`src/rtl/temp_mem_arbiter_pkg.sv`:
```
// temp_mem_arbiter_pkg: shared CiM memory-access types and sizes
package temp_mem_arbiter_pkg;
  typedef enum logic [2:0] {
    BUS_FSM       = 3'd0,
    LOGIC_FSM     = 3'd1,
    DATA_FILL_FSM = 3'd2,
    MAC           = 3'd3,
    LAYERNORM     = 3'd4,
    SOFTMAX       = 3'd5
  } mem_access_src_t;
  localparam int MEM_ACCESS_SRC_NUM = 6;
  localparam int TEMP_RES_STORAGE_SIZE_CIM = 256;
  localparam int N_STORAGE = 16;
  localparam int N_SRC = MEM_ACCESS_SRC_NUM;
  localparam int N_T2 = N_SRC - 1;
  localparam int SRC_W = 3;
  localparam int ADDR_W = $clog2(TEMP_RES_STORAGE_SIZE_CIM);
  localparam int DATA_W = N_STORAGE;
  function automatic logic [N_SRC-1:0] src_onehot(input logic [SRC_W-1:0] s);
    return N_SRC'(1) << s;
  endfunction
endpackage

```
`src/rtl/temp_mem_arbiter_if.sv`:
```
// temp_mem_arbiter_if: MemAccessSignals bundle between requesters and the arbiter
interface temp_mem_arbiter_if;
  import temp_mem_arbiter_pkg::*;
  logic [N_SRC-1:0]  read_req_src;
  logic [N_SRC-1:0]  write_req_src;
  logic [ADDR_W-1:0] addr_table [N_SRC];
  logic [DATA_W-1:0] write_data [N_SRC];
  logic [N_SRC-1:0]  grant;
  logic [N_SRC-1:0]  rd_valid;
  logic [DATA_W-1:0] rd_data;
  modport master (
    output read_req_src, write_req_src, addr_table, write_data,
    input  grant, rd_valid, rd_data
  );
  modport slave (
    input  read_req_src, write_req_src, addr_table, write_data,
    output grant, rd_valid, rd_data
  );
endinterface

```
`src/rtl/temp_mem_arbiter_rr_arbiter_mask.sv`:
```
// rr_arbiter_mask: combinational round-robin, lowest requester at or above ptr, else lowest overall
module rr_arbiter_mask #(
  parameter int N = 5,
  localparam int PW = $clog2(N)
) (
  input  logic [N-1:0]  req,
  input  logic [PW-1:0] ptr,
  output logic [N-1:0]  gnt
);
  logic [N-1:0] hi;
  // mask off requesters below the pointer, fall back to the full vector when none remain
  always_comb begin
    hi = '0;
    gnt = '0;
    for (int i = 0; i < N; i++) hi[i] = req[i] && (PW'(i) >= ptr);
    for (int i = N - 1; i >= 0; i--) if (|hi ? hi[i] : req[i]) gnt = N'(1) << i;
  end
endmodule

```
`src/rtl/temp_mem_arbiter.sv`:
```
// temp_mem_arbiter: single-port temp storage arbiter, bus priority plus round-robin, tagged read return
module temp_mem_arbiter
  import temp_mem_arbiter_pkg::*;
#(
  parameter int MEM_LAT = 1
) (
  input  logic              clk,
  input  logic              rst,
  temp_mem_arbiter_if.slave req_if,
  output logic              mem_en,
  output logic              mem_wr_en,
  output logic [ADDR_W-1:0] mem_addr,
  output logic [DATA_W-1:0] mem_wdata,
  input  logic [DATA_W-1:0] mem_rdata,
  output logic              err_rw_same_src,
  output logic [15:0]       conflict_cnt
);
  logic [N_SRC-1:0]  req, grant, rd_valid_q, rd_valid_d;
  logic [N_T2-1:0]   t2_gnt;
  logic [SRC_W-1:0]  ptr_q, ptr_d, sel;
  logic              any_gnt, is_wr, is_rd, multi;
  logic [MEM_LAT-1:0] pv_q, pv_d;
  logic [SRC_W-1:0]  ps_q [MEM_LAT];
  logic [SRC_W-1:0]  ps_d [MEM_LAT];
  logic              mem_en_q, mem_en_d, mem_wr_en_q, mem_wr_en_d;
  logic [ADDR_W-1:0] mem_addr_q, mem_addr_d;
  logic [DATA_W-1:0] mem_wdata_q, mem_wdata_d, rd_hold_q, rd_hold_d, rd_data;
  logic              err_q, err_d;
  logic [15:0]       cnt_q, cnt_d;

  assign req = rst ? '0 : (req_if.read_req_src | req_if.write_req_src);

  rr_arbiter_mask #(.N(N_T2)) u_rr (
    .req(req[N_SRC-1:1]),
    .ptr(ptr_q),
    .gnt(t2_gnt)
  );

  assign rd_data = |rd_valid_q ? mem_rdata : rd_hold_q;
  assign req_if.grant = grant;
  assign req_if.rd_valid = rd_valid_q;
  assign req_if.rd_data = rd_data;
  assign mem_en = mem_en_q;
  assign mem_wr_en = mem_wr_en_q;
  assign mem_addr = mem_addr_q;
  assign mem_wdata = mem_wdata_q;
  assign err_rw_same_src = err_q;
  assign conflict_cnt = cnt_q;

  // grant selection, command build, pointer advance, read-tag pipeline and status
  always_comb begin
    grant = req[BUS_FSM] ? N_SRC'(1) : {t2_gnt, 1'b0};
    sel = '0;
    for (int i = 0; i < N_SRC; i++) if (grant[i]) sel = SRC_W'(i);
    any_gnt = |grant;
    is_wr = |(grant & req_if.write_req_src);
    is_rd = any_gnt && !is_wr;
    multi = |(req & (req - N_SRC'(1)));
    ptr_d = (any_gnt && !req[BUS_FSM]) ? ((sel == SRC_W'(SOFTMAX)) ? '0 : sel) : ptr_q;
    mem_en_d = any_gnt;
    mem_wr_en_d = any_gnt ? is_wr : mem_wr_en_q;
    mem_addr_d = any_gnt ? req_if.addr_table[sel] : mem_addr_q;
    mem_wdata_d = any_gnt ? (is_wr ? req_if.write_data[sel] : '0) : mem_wdata_q;
    pv_d = '0;
    pv_d[0] = is_rd;
    ps_d = ps_q;
    ps_d[0] = sel;
    for (int i = 1; i < MEM_LAT; i++) begin
      pv_d[i] = pv_q[i-1];
      ps_d[i] = ps_q[i-1];
    end
    rd_valid_d = pv_q[MEM_LAT-1] ? src_onehot(ps_q[MEM_LAT-1]) : '0;
    rd_hold_d = rd_data;
    err_d = err_q | (|(req & req_if.read_req_src & req_if.write_req_src));
    cnt_d = (multi && cnt_q != 16'hFFFF) ? cnt_q + 16'd1 : cnt_q;
  end

  // state registers, reset flushes in-flight reads and re-aims the pointer at LOGIC_FSM
  always_ff @(posedge clk) begin
    if (rst) begin
      ptr_q <= '0;
      pv_q <= '0;
      ps_q <= '{default: '0};
      rd_valid_q <= '0;
      rd_hold_q <= '0;
      mem_en_q <= 1'b0;
      mem_wr_en_q <= 1'b0;
      mem_addr_q <= '0;
      mem_wdata_q <= '0;
      err_q <= 1'b0;
      cnt_q <= '0;
    end else begin
      ptr_q <= ptr_d;
      pv_q <= pv_d;
      ps_q <= ps_d;
      rd_valid_q <= rd_valid_d;
      rd_hold_q <= rd_hold_d;
      mem_en_q <= mem_en_d;
      mem_wr_en_q <= mem_wr_en_d;
      mem_addr_q <= mem_addr_d;
      mem_wdata_q <= mem_wdata_d;
      err_q <= err_d;
      cnt_q <= cnt_d;
    end
  end
endmodule

```
`src/flat_wrapper.sv`:
```
// flat-port wrapper written by rule: the top's interface ports become plain ports
module temp_mem_arbiter_flat import temp_mem_arbiter_pkg::*;
#(
  parameter int MEM_LAT = 1
)
  (clk, rst, mem_en, mem_wr_en, mem_addr, mem_wdata, mem_rdata, err_rw_same_src, conflict_cnt, req_if_read_req_src, req_if_write_req_src, req_if_addr_table, req_if_write_data, req_if_grant, req_if_rd_valid, req_if_rd_data);
  temp_mem_arbiter_if req_if_i ();
  input  logic clk;
  input  logic rst;
  output logic mem_en;
  output logic mem_wr_en;
  output logic [ADDR_W-1:0] mem_addr;
  output logic [DATA_W-1:0] mem_wdata;
  input  logic [DATA_W-1:0] mem_rdata;
  output logic err_rw_same_src;
  output logic [15:0] conflict_cnt;
  input wire logic [$bits(req_if_i.read_req_src)-1:0] req_if_read_req_src;
  input wire logic [$bits(req_if_i.write_req_src)-1:0] req_if_write_req_src;
  input wire logic [$bits(req_if_i.addr_table)-1:0] req_if_addr_table;
  input wire logic [$bits(req_if_i.write_data)-1:0] req_if_write_data;
  output wire logic [$bits(req_if_i.grant)-1:0] req_if_grant;
  output wire logic [$bits(req_if_i.rd_valid)-1:0] req_if_rd_valid;
  output wire logic [$bits(req_if_i.rd_data)-1:0] req_if_rd_data;
  assign req_if_i.read_req_src = req_if_read_req_src;
  assign req_if_i.write_req_src = req_if_write_req_src;
  assign req_if_i.addr_table = {>>{req_if_addr_table}};
  assign req_if_i.write_data = {>>{req_if_write_data}};
  assign req_if_grant = req_if_i.grant;
  assign req_if_rd_valid = req_if_i.rd_valid;
  assign req_if_rd_data = req_if_i.rd_data;
  temp_mem_arbiter #(.MEM_LAT(MEM_LAT)) u_core (.clk(clk), .rst(rst), .req_if(req_if_i), .mem_en(mem_en), .mem_wr_en(mem_wr_en), .mem_addr(mem_addr), .mem_wdata(mem_wdata), .mem_rdata(mem_rdata), .err_rw_same_src(err_rw_same_src), .conflict_cnt(conflict_cnt));
endmodule
```
`config.mk`:
```
export PLATFORM = sky130hd
export DESIGN_NAME = temp_mem_arbiter_flat
export DESIGN_NICKNAME = d
export VERILOG_FILES = /design/src/rtl/temp_mem_arbiter_pkg.sv /design/src/rtl/temp_mem_arbiter_if.sv /design/src/rtl/temp_mem_arbiter_rr_arbiter_mask.sv /design/src/rtl/temp_mem_arbiter.sv /design/src/flat_wrapper.sv
export SDC_FILE = /design/constraint.sdc
export NUM_CORES = 1
export LEC_CHECK = 0
export BUFFER_PORTS_ARGS = -buffer_cell sky130_fd_sc_hd__buf_2
export CAP_MARGIN = 20
export CORE_MARGIN = 3
export CORE_UTILIZATION = 40
export DETAILED_ROUTE_END_ITERATION = 10
export PLACE_DENSITY = 0.87
export SKIP_LAST_GASP = 1
export SYNTH_ARGS = -nofsm -noshare
export SYNTH_HDL_FRONTEND = slang
export SYNTH_HIERARCHICAL = 1
export SYNTH_SLANG_ARGS = --single-unit
```
`constraint.sdc`:
```
create_clock -name clk -period 3.63 [get_ports clk]
set_input_delay 0.363 -clock clk [delete_from_list [all_inputs] [get_ports clk]]
set_output_delay 0.363 -clock clk [all_outputs]
set_load 0.05 [all_outputs]
```
# Yosys cells after proc, flatten, opt, wreduce, memory -nomap -nowiden
# Cells that the tools add are included.
[word_totals]
output_inout_bits = 71
wordCells = 73
input_bits = 174
ff_bits = 72
[op_classes]
order_cmp = 6
n_mux = 26
n_shift = 1
n_eq_ne = 2
n_bitwise = 8
n_reduce_logical = 17
addsub = 2
[op_table]
columns = ["cell", "n"]
rows = [
  ["2-to-1 mux 16 bit", 4],
  ["binary-select mux 16 bit (select 3 bit)", 1],
  ["OR reduction 6 bit", 5],
  ["2-to-1 mux 5 bit", 5],
  ["bitwise AND 6 bit", 4],
  ["binary-select mux 8 bit (select 3 bit)", 1],
  ["adder 16 x 1 -> 16 bit (second input constant)", 1],
  ["2-to-1 mux 8 bit", 2],
  ["!= test 16 bit (second input constant)", 1],
  ["2-to-1 mux 6 bit", 2],
  ["2-to-1 mux 3 bit", 3],
  ["logical AND 1 bit", 8],
  ["greater-or-equal comparator 1 x 3 -> 1 bit (first input constant)", 2],
  ["greater-or-equal comparator 2 x 3 -> 1 bit (first input constant)", 2],
  ["2-to-1 mux 1 bit", 6],
  ["OR 6 bit", 1],
  ["left shift 1 x 3 -> 6 bit (first input constant)", 1],
  ["subtractor 6 x 1 -> 6 bit (second input constant)", 1],
  ["OR reduction 5 bit", 1],
  ["greater-or-equal comparator 4 bit (second input constant)", 1],
  ["2-to-1 mux 2 bit", 2],
  ["NOT 3 -> 4 bit", 1],
  ["equality test 3 bit (second input constant)", 1],
  ["greater-or-equal comparator 3 bit (first input constant)", 1],
  ["4 further kinds", 5],
]

# Logic depth before layout (Yosys ltp)
[logic_depth]
word_depth = 21
ltp_mapped = 17
depth_no_buf = 14

# Modules after synthesis
# Netlist, hierarchy kept.
[by_module_without_submodules]
columns = ["module", "instances", "seq_area_each_um2", "cells_per_inst", "area_each_um2"]
rows = [
  ["temp_mem_arbiter", 1, 1441.4, 452, 4033.9],
  ["rr_arbiter_mask", 1, 0.0, 34, 227.7],
]

# Worst setup path after synthesis
# No wires, ideal clock.
[synth_path]
kind = "input -> output"
startpoint = "input port rst"
endpoint = "output port req_if_grant[5]"
n_path_buf = 4
t_arrival_ns = 3.286
path_slack_ns = -0.019
t_required_ns = 3.267
stages = 11
cell_sequence = "clkbuf_1 > clkbuf_1 > nor2_1 > nand2b_1 > a21oi_1 > o32ai_2 > a2111oi_2 > clkinv_1 > clkbuf_1 > clkbuf_1 > nor2_1"
[synth_between]
elab_chain_len = 10
elab_cells_between_ends = 18
classes_between = "12 x mux; 6 x reduce/logical"
[synth_lines]
columns = ["element", "line", "source"]
rows = [
  ["start, declared", "flat_wrapper.sv:9", "input logic rst;"],
  ["2-to-1 mux 6 bit (*)", "temp_mem_arbiter.sv:31", "assign req = rst ? '0 : (req_if.read_req_src | req_if.write_req_src);"],
  ["net u_core.req[2]", "temp_mem_arbiter.sv:18", "logic [N_SRC-1:0] req, grant, rd_valid_q, rd_valid_d;"],
  ["logical AND 1 bit", "temp_mem_arbiter_rr_arbiter_mask.sv:15", "for (int i = 0; i < N; i++) hi[i] = req[i] && (PW'(i) >= ptr);"],
  ["OR reduction 5 bit", "temp_mem_arbiter_rr_arbiter_mask.sv:16", "for (int i = N - 1; i >= 0; i--) if (|hi ? hi[i] : req[i]) gnt = N'(1) << i;"],
  ["2-to-1 mux 1 bit", "temp_mem_arbiter_rr_arbiter_mask.sv:16", ""],
  ["2-to-1 mux 5 bit (4 in series)", "temp_mem_arbiter_rr_arbiter_mask.sv:16", ""],
  ["2-to-1 mux 5 bit (*)", "temp_mem_arbiter_rr_arbiter_mask.sv:16", ""],
  ["net u_core.t2_gnt[4]", "temp_mem_arbiter.sv:19", "logic [N_T2-1:0] t2_gnt;"],
  ["2-to-1 mux 6 bit (*)", "temp_mem_arbiter.sv:52", "grant = req[BUS_FSM] ? N_SRC'(1) : {t2_gnt, 1'b0};"],
  ["end, declared", "flat_wrapper.sv:21", "output wire logic [$bits(req_if_i.grant)-1:0] req_if_grant;"],
]
# Mark *: on every way through the listed nets, which the timed path passes. The rest lies on a longest branch.

# Final worst setup path
# Ends and elaborated chain as after synthesis.

==> impl_results.md <==
* Actual slew at the worst max-slew pin at 0.893 ns
* Core area at around 0.010 mm²
* Worst r2r src: u_core/ptr_q[0]$_SDFFE_PP0P_
* Slowest-stage cell, CP: a2111oi_2
* Fmax at approximately 320 MHz
* Die Y at around 110 µm
* Number of I/O pins at 245
* Placed inst area at 0.00562 mm²
* Setup TNS at 0 ns
* Leading post-synthesis cells by cell area: dfxtp_1 (34%), mux4_2 (7.4%), mux2_2 (4.8%), nand2_1 (4.8%), nor2_1 (4.0%)
* Drt initial violations at 302
* Power Dens Cells at roughly 430 mW/mm²
* Hold Startpoint: rst
* H-tree Lvls at 3
* Leakage power at approximately 0.0027 µW
* CTS tree: yes
* Area delta synth->final at 36.0%
* Most frequent cells in the layout: buf_2 (244), dfxtp_1 (72), nand2_1 (54), nor2_1 (44)
* Via-to-Cell Ratio at approximately 5.5
* Pin count of the biggest net entering global routing at 27
* Total routed wirelength at around 14000 µm
* WP buf/inv at 4
* Initial Util at 0.413
* Die area at about 0.012 mm²
* Yosys cell types at 70
* Average cell area after synthesis at between 8 and 9 µm²
* Clk sinks at between 70 and 80
* Biggest area consumer among synthesized cells: dfxtp_1
* Fin Clk Skew at 0.0106 ns
* CTS buffer count at 9
* GR Overflow Total at 0
* Worst Reg-to-Reg Cells at 10
* Crit path cell chain: buf_2 -> nor2_1 -> nor2_1 -> o21ai_1 -> nor3_2 -> a2111oi_2 -> clkinv_1 -> buf_4 -> nor2_2 -> buf_2
* Wire length per cell at 16.5 µm
* Crit. End Element: primary output
* Status: complete, no violations
* CTS max path bufs at 2
* Critical Path AT at roughly 2.8 ns
* Share of layout cells above drive strength 1 at 0.449
* Crit path depth at 10
* First-pass GRT wire length at 21400 µm
* Syn_nets at approximately 660
* Syn. warnings at 6
* Tcrit/Tclk final at 0.864
* Setup repair bufs after CTS at 0
* Die width at about 110 µm
* Worst Setup SP: rst
* VDD IR max at between 0.2 and 0.25 mV
* Worst skew pair latency at around 0.34 ns
* Initial DRT Pass Iterations at 5
* Top_reg_cell synth: dfxtp_1
* Crit Path Class: input port to primary output
* Setup violations, final at 0
* CTS root buf: clkbuf_8
* Crit path launch type: input port
* Worst Hold Class: input port to register
* Post-synth ARST share at 0
* Final net count at 900
* Final instance area at 0.00579 mm²
* Tmin final at 3.14 ns
* Register-to-Register Setup Slack at 0.57 ns
* Sequential Area at 0.00144 mm²
* Seq/Total Area, Yosys at 0.338
* Hold Vio Cnt, Final at 0
* Routed vias at around 4800
* Share of the synthesized area in the top cell type at 0.338
* Post-route ant nets at 0
* Mapped Area at approximately 0.0043 mm²
* WHS Path Cells at 2
* Synthesized flop and latch total at 72
* Slew Limit Fails at 0
* Worst path max stage delay at 0.52 ns
* Filler instances at slightly below 1000
* RSZ-0062 raised after global routing: false
* Area of the multi-input gates at 0.00262 mm²
* Port Buf Inserts at 244
* Clock Pin Slew Worst Setup and Hold Paths at roughly 0.08 ns
* Core Rows at 37
* Hpwl dp at 11300 µm
* Post-cts resize count at 0
* Cts hold-fix bufs at 0
* Max-Cap Viols at 0
* Worst-path fanout max at 14
* CP delay by family, top: buffers and inverters
* Number of synthesized flops with an enable pin at 0
* GRT Util Overall at 0.229
* Initial antenna violation count at 1
* Drt drc at 0
* Commonest non-fill, non-tap cell in the layout: buf_2
* WP data required at ~3.3 ns
* Cells after synthesis at ~500
* Slew headroom at 0.405
* Vias in the first global route at roughly 4500
* RD Place Congestion at roughly 0.96
## layout make-up
type                    instances  area share
flip-flops and latches         72       0.249
clock inverters                 5     0.00561
diodes                          1    0.000432
inverters                      13     0.00885
repair buffers                256       0.231
clock buffers                  10      0.0238
multi-input cells             373       0.453
well taps                     136      0.0294
## path summary, 6_finish.rpt
kind / endpoint
max: req_if_grant[5]
min: u_core/ptr_q[2]$_SDFFE_PP0P_
max reg2reg: u_core/mem_wdata[15]$_SDFFE_PP0N_
min reg2reg: u_core/mem_wdata[1]$_SDFFE_PP0N_
## report_power, final
| part | total (µW) | internal [µW] | switching, µW |
|---|---|---|---|
| sequential | 907 | 861 | 45.3 |
| combinational | 1000 | 365 | 636 |
| clock | 568 | 263 | 304 |
| total | 2480 | 1490 | 986 |
## synthesized netlist by cell type (4+ instances only)
cell type  count
mux2_2        18
inv_1         10
nor3_1        11
o211ai_1      10
clkbuf_1      16
a21oi_1       21
dfxtp_1       72
o22ai_1       17
mux2i_1       10
a22oi_1        5
and2_1        21
buf_4          4
a221o_1        5
nor2_1        45
buf_2          4
a21o_1        15
nand3_1       11
mux4_2        14
o31ai_1        6
nand2_1       54
o21ai_0       12
o311ai_1       5
or3_1         13
o21ai_1       16
## state kept, by name, indices dropped and copies added, names as in the netlist
register,flops
u_core/req_if.rd_valid,6
u_core/mem_wdata,16
u_core/err_rw_same_src,1
u_core/mem_wr_en,1
u_core/rd_hold_q,16
u_core/ps_q,3
u_core/conflict_cnt,16
u_core/mem_addr,8
u_core/ptr_q,3
u_core/mem_en,1
u_core/pv_q,1
## stage by stage
step	power [µW]	util	std cells	setup slack (ns)	hold slack, ns
2_1_floorplan	1640	-	486	0.141	0.434
3_3_place_gp	1910	0.545	850	0.265	0.435
3_5_place_dp	1920	0.545	850	0.259	0.439
4_1_cts	2500	0.561	865	0.535	0.316
5_1_grt	2620	0.561	866	0.316	0.329
6_report	2480	0.561	866	0.495	0.348
## cells by family (layout without fill, tap and decap cells)
| logic type | after synthesis | after routing | synth area share |
|---|---|---|---|
| xor+xnor | 3 | 3 | 0.00617 |
| mux | 42 | 42 | 0.145 |
| simple gates | 189 | 189 | 0.230 |
| compound gates | 138 | 138 | 0.231 |
| other cells | 0 | 1 | 0 |
| flops | 72 | 72 | 0.338 |
| fa+ha+maj | 1 | 1 | 0.00294 |
| buf+inv | 41 | 284 | 0.0470 |
## routing by layer
layer	up-vias	part of all wire	global-route usage
met5	-	0	0
met4	0	0.018	0.0784
met3	21	0.085	0.0539
met2	252	0.52	0.418
met1	2200	0.37	0.260
li1	2295	-	-
No activity file was read; power rests on OpenSTA's default activity.
